File: config.mk
export PLATFORM = sky130hd
export DESIGN_NAME = busca_instrucao
export DESIGN_NICKNAME = d
export VERILOG_FILES = /design/src/rtl/busca_pkg.sv /design/src/rtl/fila_busca.sv /design/src/rtl/busca_instrucao.sv
export SDC_FILE = /design/constraint.sdc
export NUM_CORES = 1
export LEC_CHECK = 0
export BUFFER_PORTS_ARGS = -buffer_cell sky130_fd_sc_hd__buf_2
export CORE_MARGIN = 5
export CORE_UTILIZATION = 40
export DETAILED_ROUTE_END_ITERATION = 8
export PLACE_DENSITY_LB_ADDON = 0.1
export REMOVE_ABC_BUFFERS = 1
export SETUP_SLACK_MARGIN = 0.4
export SYNTH_ARGS = -nofsm -noshare
export SYNTH_HDL_FRONTEND = slang
export SYNTH_SLANG_ARGS = --single-unit
File: constraint.sdc
create_clock -name clock -period 7.49 [get_ports clock]
set_clock_uncertainty 0.2 [all_clocks]
set_input_delay 0.749 -clock clock [delete_from_list [all_inputs] [get_ports clock]]
set_output_delay 0.749 -clock clock [all_outputs]
set_load 0.01 [all_outputs]
File: src/rtl/busca_pkg.sv
// Shared types and constants for the instruction fetch unit.
package busca_pkg;

    localparam int          LARGURA_PALAVRA = 32;
    localparam int          PROF_FILA       = 2;
    localparam logic [31:0] HALT_PALAVRA    = 32'hFFFF_FFFF;

    // One buffered fetch result: the word and the address it came from.
    typedef struct packed {
        logic [LARGURA_PALAVRA-1:0] instrucao;
        logic [LARGURA_PALAVRA-1:0] pc;
    } entrada_busca_t;

endpackage

File: src/rtl/fila_busca.sv
// Two-entry synchronous FIFO of {instrucao, pc}; clear empties it without
// touching stored data, so the head reads 0 only after reset.
module fila_busca
    import busca_pkg::*;
(
    input  logic                                clock,
    input  logic                                reset,
    input  logic                                push,
    input  logic                                pop,
    input  logic                                clear,
    input  logic [$bits(entrada_busca_t)-1:0]   dado_in,
    output logic [$bits(entrada_busca_t)-1:0]   dado_out,
    output logic                                vazio,
    output logic                                cheio,
    output logic [1:0]                          ocupacao
);

    entrada_busca_t [PROF_FILA-1:0] mem_q, mem_d;
    logic                           rd_q, rd_d;
    logic [1:0]                     ocup_q, ocup_d;
    logic                           wr_idx;
    logic                           faz_push, faz_pop;

    assign vazio    = (ocup_q == 2'd0);
    assign cheio    = (ocup_q == 2'(PROF_FILA));
    assign ocupacao = ocup_q;
    assign dado_out = mem_q[rd_q];

    // With two slots, the write slot is the read slot offset by the occupancy parity.
    assign wr_idx   = rd_q ^ ocup_q[0];
    assign faz_pop  = pop & ~vazio;
    assign faz_push = push & (~cheio | faz_pop);

    always_comb begin
        mem_d  = mem_q;
        rd_d   = rd_q;
        ocup_d = ocup_q;
        if (clear) begin
            rd_d   = 1'b0;
            ocup_d = 2'd0;
        end else begin
            if (faz_push) mem_d[wr_idx] = entrada_busca_t'(dado_in);
            if (faz_pop)  rd_d = ~rd_q;
            ocup_d = ocup_q + {1'b0, faz_push} - {1'b0, faz_pop};
        end
    end

    always_ff @(posedge clock or posedge reset) begin
        if (reset) begin
            mem_q  <= '0;
            rd_q   <= 1'b0;
            ocup_q <= 2'd0;
        end else begin
            mem_q  <= mem_d;
            rd_q   <= rd_d;
            ocup_q <= ocup_d;
        end
    end

endmodule

File: src/rtl/busca_instrucao.sv
// Instruction fetch: PC, one outstanding synchronous read, 2-entry buffer to decode.
// Optional halt-word detection is enabled by defining BUSCA_HALT_EN.
module busca_instrucao
    import busca_pkg::*;
#(
    parameter logic [31:0] PC_INICIAL       = 32'd0,
    parameter int unsigned PROFUNDIDADE_MEM = 256
) (
    input  logic        clock,
    input  logic        reset,
    output logic [31:0] endereco,
    input  logic [31:0] instrucao_mem,
    input  logic        desvio,
    input  logic [31:0] alvo,
    input  logic        pronto_dec,
    output logic        valido,
    output logic [31:0] instrucao,
    output logic [31:0] pc_out,
    output logic        parado
);

    localparam logic [31:0] MASCARA = 32'(PROFUNDIDADE_MEM - 1);

    logic [31:0]    pc_q, pc_d;
    logic           em_voo_q, em_voo_d;
    logic [31:0]    pc_voo_q, pc_voo_d;
    logic           parado_q, parado_d;

    logic           fila_vazia;
    logic           unused_cheio;
    logic [1:0]     ocupacao;
    logic           pop, push, emite;
    logic [2:0]     em_uso, limite;
    entrada_busca_t entrada_in, entrada_out;

    assign entrada_in = '{instrucao: instrucao_mem, pc: pc_voo_q};

    fila_busca u_fila (
        .clock    (clock),
        .reset    (reset),
        .push     (push),
        .pop      (pop),
        .clear    (desvio),
        .dado_in  (entrada_in),
        .dado_out (entrada_out),
        .vazio    (fila_vazia),
        .cheio    (unused_cheio),
        .ocupacao (ocupacao)
    );

    assign valido    = ~fila_vazia & ~desvio;
    assign pop       = valido & pronto_dec;
    assign push      = em_voo_q & ~parado_q & ~desvio;
    assign instrucao = entrada_out.instrucao;
    assign pc_out    = entrada_out.pc;
    assign endereco  = pc_q;
    assign parado    = parado_q;

    // Issue only if buffered + in-flight words, after this cycle's pop, leave room.
    assign em_uso = {1'b0, ocupacao} + {2'b00, em_voo_q};
    assign limite = 3'd2 + {2'b00, pop};
    assign emite  = ~desvio & ~parado_q & (em_uso < limite);

    always_comb begin
        pc_d     = pc_q;
        em_voo_d = emite;
        pc_voo_d = pc_voo_q;
        if (desvio) begin
            pc_d = alvo & MASCARA;
        end else if (emite) begin
            pc_d     = (pc_q + 32'd1) & MASCARA;
            pc_voo_d = pc_q;
        end
    end

    always_comb begin
        parado_d = 1'b0;
`ifdef BUSCA_HALT_EN
        parado_d = parado_q;
        if (desvio)
            parado_d = 1'b0;
        else if (push && instrucao_mem == HALT_PALAVRA)
            parado_d = 1'b1;
`endif
    end

    always_ff @(posedge clock or posedge reset) begin
        if (reset) begin
            pc_q     <= PC_INICIAL & MASCARA;
            em_voo_q <= 1'b0;
            pc_voo_q <= '0;
            parado_q <= 1'b0;
        end else begin
            pc_q     <= pc_d;
            em_voo_q <= em_voo_d;
            pc_voo_q <= pc_voo_d;
            parado_q <= parado_d;
        end
    end

endmodule

Yosys cells after proc, flatten, opt, wreduce, memory -nomap -nowiden
Index checks and enable logic that the tools add are counted.
{"block": "op_classes", "bitwise": 12, "add_sub_neg": 5, "muxes": 10, "order_cmp": 4, "eq_ne": 1, "reduce_logical": 6}
{"op": "$mux 64", "count": 3}
{"op": "$bwmux 128", "count": 1}
{"op": "$demux 64 s1", "count": 1}
{"op": "$mux 32", "count": 2}
{"op": "$add 8x1->8 const B", "count": 1}
{"op": "$and 1x1->1", "count": 6}
{"op": "$lt 1x2->1 const B", "count": 2}
{"op": "$not 1->1", "count": 4}
{"op": "$reduce_and 2->1", "count": 2}
{"op": "$reduce_bool 2->1", "count": 2}
{"op": "$add 2x1->3", "count": 1}
{"op": "$add 2x1->3 const A", "count": 1}
{"op": "$lt 3x3->1", "count": 1}
{"op": "$add 2x1->2", "count": 1}
{"op": "$eq 2x2->1 const B", "count": 1}
{"op": "$logic_not 2->1", "count": 1}
{"op": "$mux 1", "count": 2}
{"op": "$mux 2", "count": 1}
{"op": "$sub 2x1->2", "count": 1}
{"op": "$ge 1x1->1 const B", "count": 1}
{"op": "$logic_and 1x1->1", "count": 1}
{"op": "$or 1x1->1", "count": 1}
{"op": "$xor 1x1->1", "count": 1}
{"block": "word_totals", "word_cells": 47, "out_inout_bits": 98, "ff_bits": 196}

Logic depth before layout (Yosys ltp)
{"block": "logic_depth", "ltp_word": 10, "ltp_mapped": 7, "ltp_nobuf": 7}

Hierarchy
Synthesis repeated with hierarchy kept, for this count alone.
{"block": "hier_totals", "hier_cells": 710, "area_unflattened_um2": 8262.9}
{"module": "fila_busca", "area_per_inst_um2": 7159.4, "n_inst": 1, "cells_per_inst": 611}
{"module": "busca_instrucao", "area_per_inst_um2": 1103.6, "n_inst": 1, "cells_per_inst": 99}

Worst setup path before layout
Ideal clock, no wire load.
{"block": "synth_timing", "path_kind": "reg2reg", "start": "register u_fila.ocup_q[0], in the netlist u_fila.ocupacao[0]", "end": "register pc_voo_q[0]", "period_less_slack_ns": 2.283, "arrival_ns": 1.955, "stages_incl_launch_ff": 8, "slack_ns": 5.207, "path_cell_list": "dfrtp_1 > ha_1 > nand2b_1 > o21a_1 > or3_1 > clkbuf_1 > buf_6 > mux2_1"}
{"block": "synth_between", "elab_chain_cells": 8, "word_cells_on_any_way": 9, "classes_between": "2 x add/sub; 1 x order compare; 4 x bitwise; 2 x reduce/logical"}
{"item": "start: declaration", "line": "fila_busca.sv:20", "source": "logic [1:0] ocup_q, ocup_d;"}
{"item": "start signal: assignment", "line": "fila_busca.sv:56", "source": "ocup_q <= ocup_d;"}
{"item": "$logic_not 2->1", "line": "fila_busca.sv:24", "source": "assign vazio = (ocup_q == 2'd0);"}
{"item": "$not 1->1", "line": "busca_instrucao.sv:51", "source": "assign valido = ~fila_vazia & ~desvio;"}
{"item": "$and 1x1->1", "line": "busca_instrucao.sv:51"}
{"item": "$and 1x1->1", "line": "busca_instrucao.sv:52", "source": "assign pop = valido & pronto_dec;"}
{"item": "$add 2x1->3", "line": "busca_instrucao.sv:61", "source": "assign limite = 3'd2 + {2'b00, pop};"}
{"item": "$lt 3x3->1 *", "line": "busca_instrucao.sv:62", "source": "assign emite = ~desvio & ~parado_q & (em_uso < limite);"}
{"item": "$and 1x1->1 *", "line": "busca_instrucao.sv:62"}
{"item": "$reduce_and 2->1 (no line) *"}
{"item": "end signal: assignment", "line": "busca_instrucao.sv:96", "source": "pc_voo_q <= pc_voo_d;"}
{"item": "end: declaration", "line": "busca_instrucao.sv:26", "source": "logic [31:0] pc_voo_q, pc_voo_d;"}
Mark *: on every way between the ends. The rest lies on a longest branch, timed or not.
A chain may end at the register's enable or synchronous reset.

Final worst setup path
{"block": "layout_timing", "start": "register u_fila.rd_q", "end": "output port instrucao[17]"}
{"block": "layout_between", "elab_chain_cells": 2}
{"item": "start: declaration", "line": "fila_busca.sv:19", "source": "logic rd_q, rd_d;"}
{"item": "start signal: assignment", "line": "fila_busca.sv:55", "source": "rd_q <= rd_d;"}
{"item": "$mux 64 (implied by the code) (2 in a row)", "line": "fila_busca.sv:27", "source": "assign dado_out = mem_q[rd_q];"}
{"item": "end: declaration", "line": "busca_instrucao.sv:17", "source": "output logic [31:0] instrucao,"}
No other way between the ends. The select of a mux whose other input is x is not followed.

==> results.ini <==
[outcome]
outcome=finished, final reports clean

[die]
start_util=0.4048
io_pins=166
die-height_um=120.0
coreArea_sq_um=11960
die-area_sq_um=14410
die_w_um=120.0
num_rows=40

[synthesis]
synth_area_per_cell_sq_um=13.27
syn_area_sq_um=4842
ys_async_sr_fraction=1.000
netlist_top_cells_area=dfrtp_1 52%, mux2_2 22%, buf_4 7.6%
synth_common_cells=100 x dfrtp_1, 96 x mux2_2, 49 x buf_4
synth_cells=365
yosysMostFrequentCell=dfrtp_1
synth_edf_count=0
ys_ff_latch=100
synth_top_area_frac=0.5168
synth_cell_type_count=35
yosys_warnings=0
yosysTopAreaCell=dfrtp_1
synthFlopType=dfrtp_1
ys_seq_area_frac=0.5168

[critical_path]
worstSetupStartpointType=register
timing.rr.end=u_fila.mem_q[35]
critPathMaxFanout=42
critPathCaptureType=output pin
reg2reg_from=u_fila.rd_q
required_ns=6.54
reg2reg_slack_ns=4.72
crit_arrival_ns=1.98
worstSetupPathType=reg2out
r2r_cells=4
worstSetupStartpoint=u_fila.rd_q

[clock_network]
clk_pin_slew_ns=0.07
cts-root-buf=clkbuf_16
clkLatencyLatePin_ns=0.34
hold_buffers=0
cts_buffers=9
cts_sinks=100
cts_tree=yes
cts_resized=0
cts_setup_buffers=0
cts.htree.levels=3
clk_path_buf_depth=2

[grt]
antenna_found_initial=0
grt_pass1_wl_um=15680
grt_pass1_vias=3101
grt_usage=0.1359
grt_overflow=0
grt_max_degree=75

[cells_and_area]
drive_above_1_share=0.4595
antennaDiodeCount=0
final_cell_count_no_fill=604
final_net_count=526
fin_util=0.4613
area_growth_pct=13.95

[sta]
drv_slew=0
tightest_slew_ns=1.053
holdWs_ns=0.1733
setup_viol=0
fin_ws_ns=4.559
min_period_over_period=0.3914
rsz0062_at_grt=no
period_minus_slack_ns=2.931
timing.fmax_mhz=341.2
tns_ns=0
hold_viol=0
maxSlewHeadroom=0.2982

[route]
avgRoutedWirePerCell_um=15.82
drc_errors=0
drtIter0Drc=158
first_pass_iters=4
dr_total_vias=2903
routed_wl_um=9554
ant_nets=0
vias_per_cell=4.806

[worst_hold_path]
holdCritPathClass=in2async

[placed_design]
io_buffers=92
place_ws_ns=4.447
globalplace.congestion=0.7521
hpwl_um=6388
placed_cells=589

[run]
maxCapViolations=0

[power]
ir_drop_uv=185.0
powerDensity_nw_per_um2=428.9
leakagePower_nw=2.561

==> placed cells by master, fill, tap and decap left out, drive strengths merged, types with 2 or more instances in the layout <==
cell type | synthesis | routed
a31oi | 2 | 2
nor2 | 9 | 9
xnor2 | 2 | 2
dfrtp | 100 | 100
o21ai | 3 | 3
o31ai | 2 | 2
inv | 8 | 9
ha | 5 | 5
o311ai | 4 | 4
conb | 1 | 49
nor2b | 2 | 2
or3 | 2 | 2
o211ai | 5 | 5
nand2 | 8 | 8
clkinv | 0 | 2
nand3 | 4 | 4
xor2 | 2 | 2
buf | 58 | 95
clkbuf | 8 | 11
mux2 | 128 | 128
==> cells by family (layout without fill, tap and decap cells) <==
logic type	after synthesis	after routing	synth area share
other	1	49	0.0007745
flip-flops	100	100	0.5168
XOR/XNOR	4	4	0.007236
AO/OA/AOI/OAI	20	20	0.03075
AND/OR/NAND/NOR	33	33	0.03489
multiplexers	128	128	0.2977
buffers and inverters	74	118	0.09897
adder cells (fa/ha/maj)	5	5	0.01292
==> stage by stage <==
stage | power [mW] | area, sq um
final | 2.367 | 5518
after global routing | 2.552 | 5518
after CTS | 2.417 | 5518
after detailed placement | 1.986 | 5259
after global placement | 1.952 | 5259
after floorplan | 1.652 | 4573
==> worst max-delay path: stages (launching register included) <==
cell and delay [ns]:
dfrtp_2 1.06, mux2_2 0.43, buf_2 0.14
==> sequential cells by signal, indices dropped and copies added (netlist names) <==
register / count
em_voo_q: 1
endereco: 8
pc_voo_q: 8
u_fila.mem_q: 80
u_fila.ocupacao: 2
u_fila.rd_q: 1
==> area by class of cell <==
cell class	count	area [sq um]
timing repair buffer	95	483.0
multi-input combinational	239	2056
sequential	100	2504
fill	1130	6444
inverter	8	32.53
clock buffer	11	232.7
tap	147	183.9
clock inverter	4	26.28
==> layer usage <==
layer | GRT usage | up-vias | part of all wire
met5 | 0 | - | 0
met4 | 0.05082 | 0 | 0.014
met3 | 0.03299 | 11 | 0.050
met2 | 0.2097 | 85 | 0.48
met1 | 0.1852 | 1450 | 0.46
li1 | - | 1357 | -
==> power by group <==
part / switching (mW) / total (mW) / internal (mW)
combinational: 0.418 / 0.966 / 0.547
sequential: 0.181 / 0.983 / 0.802
clock: 0.194 / 0.418 / 0.224
total: 0.793 / 2.37 / 1.57
==> worst max-delay path by stage <==
stage                     depth (start not counted)                end
after floorplan                                   3    u_fila.mem_q[0]
after global placement                            6   u_fila.mem_q[34]
after detailed placement                          6  u_fila.mem_q[107]
after CTS                                         2          pc_out[3]
after global routing                              2          pc_out[3]
final                                             2      instrucao[17]
No activity file was read; power rests on OpenSTA's default activity.
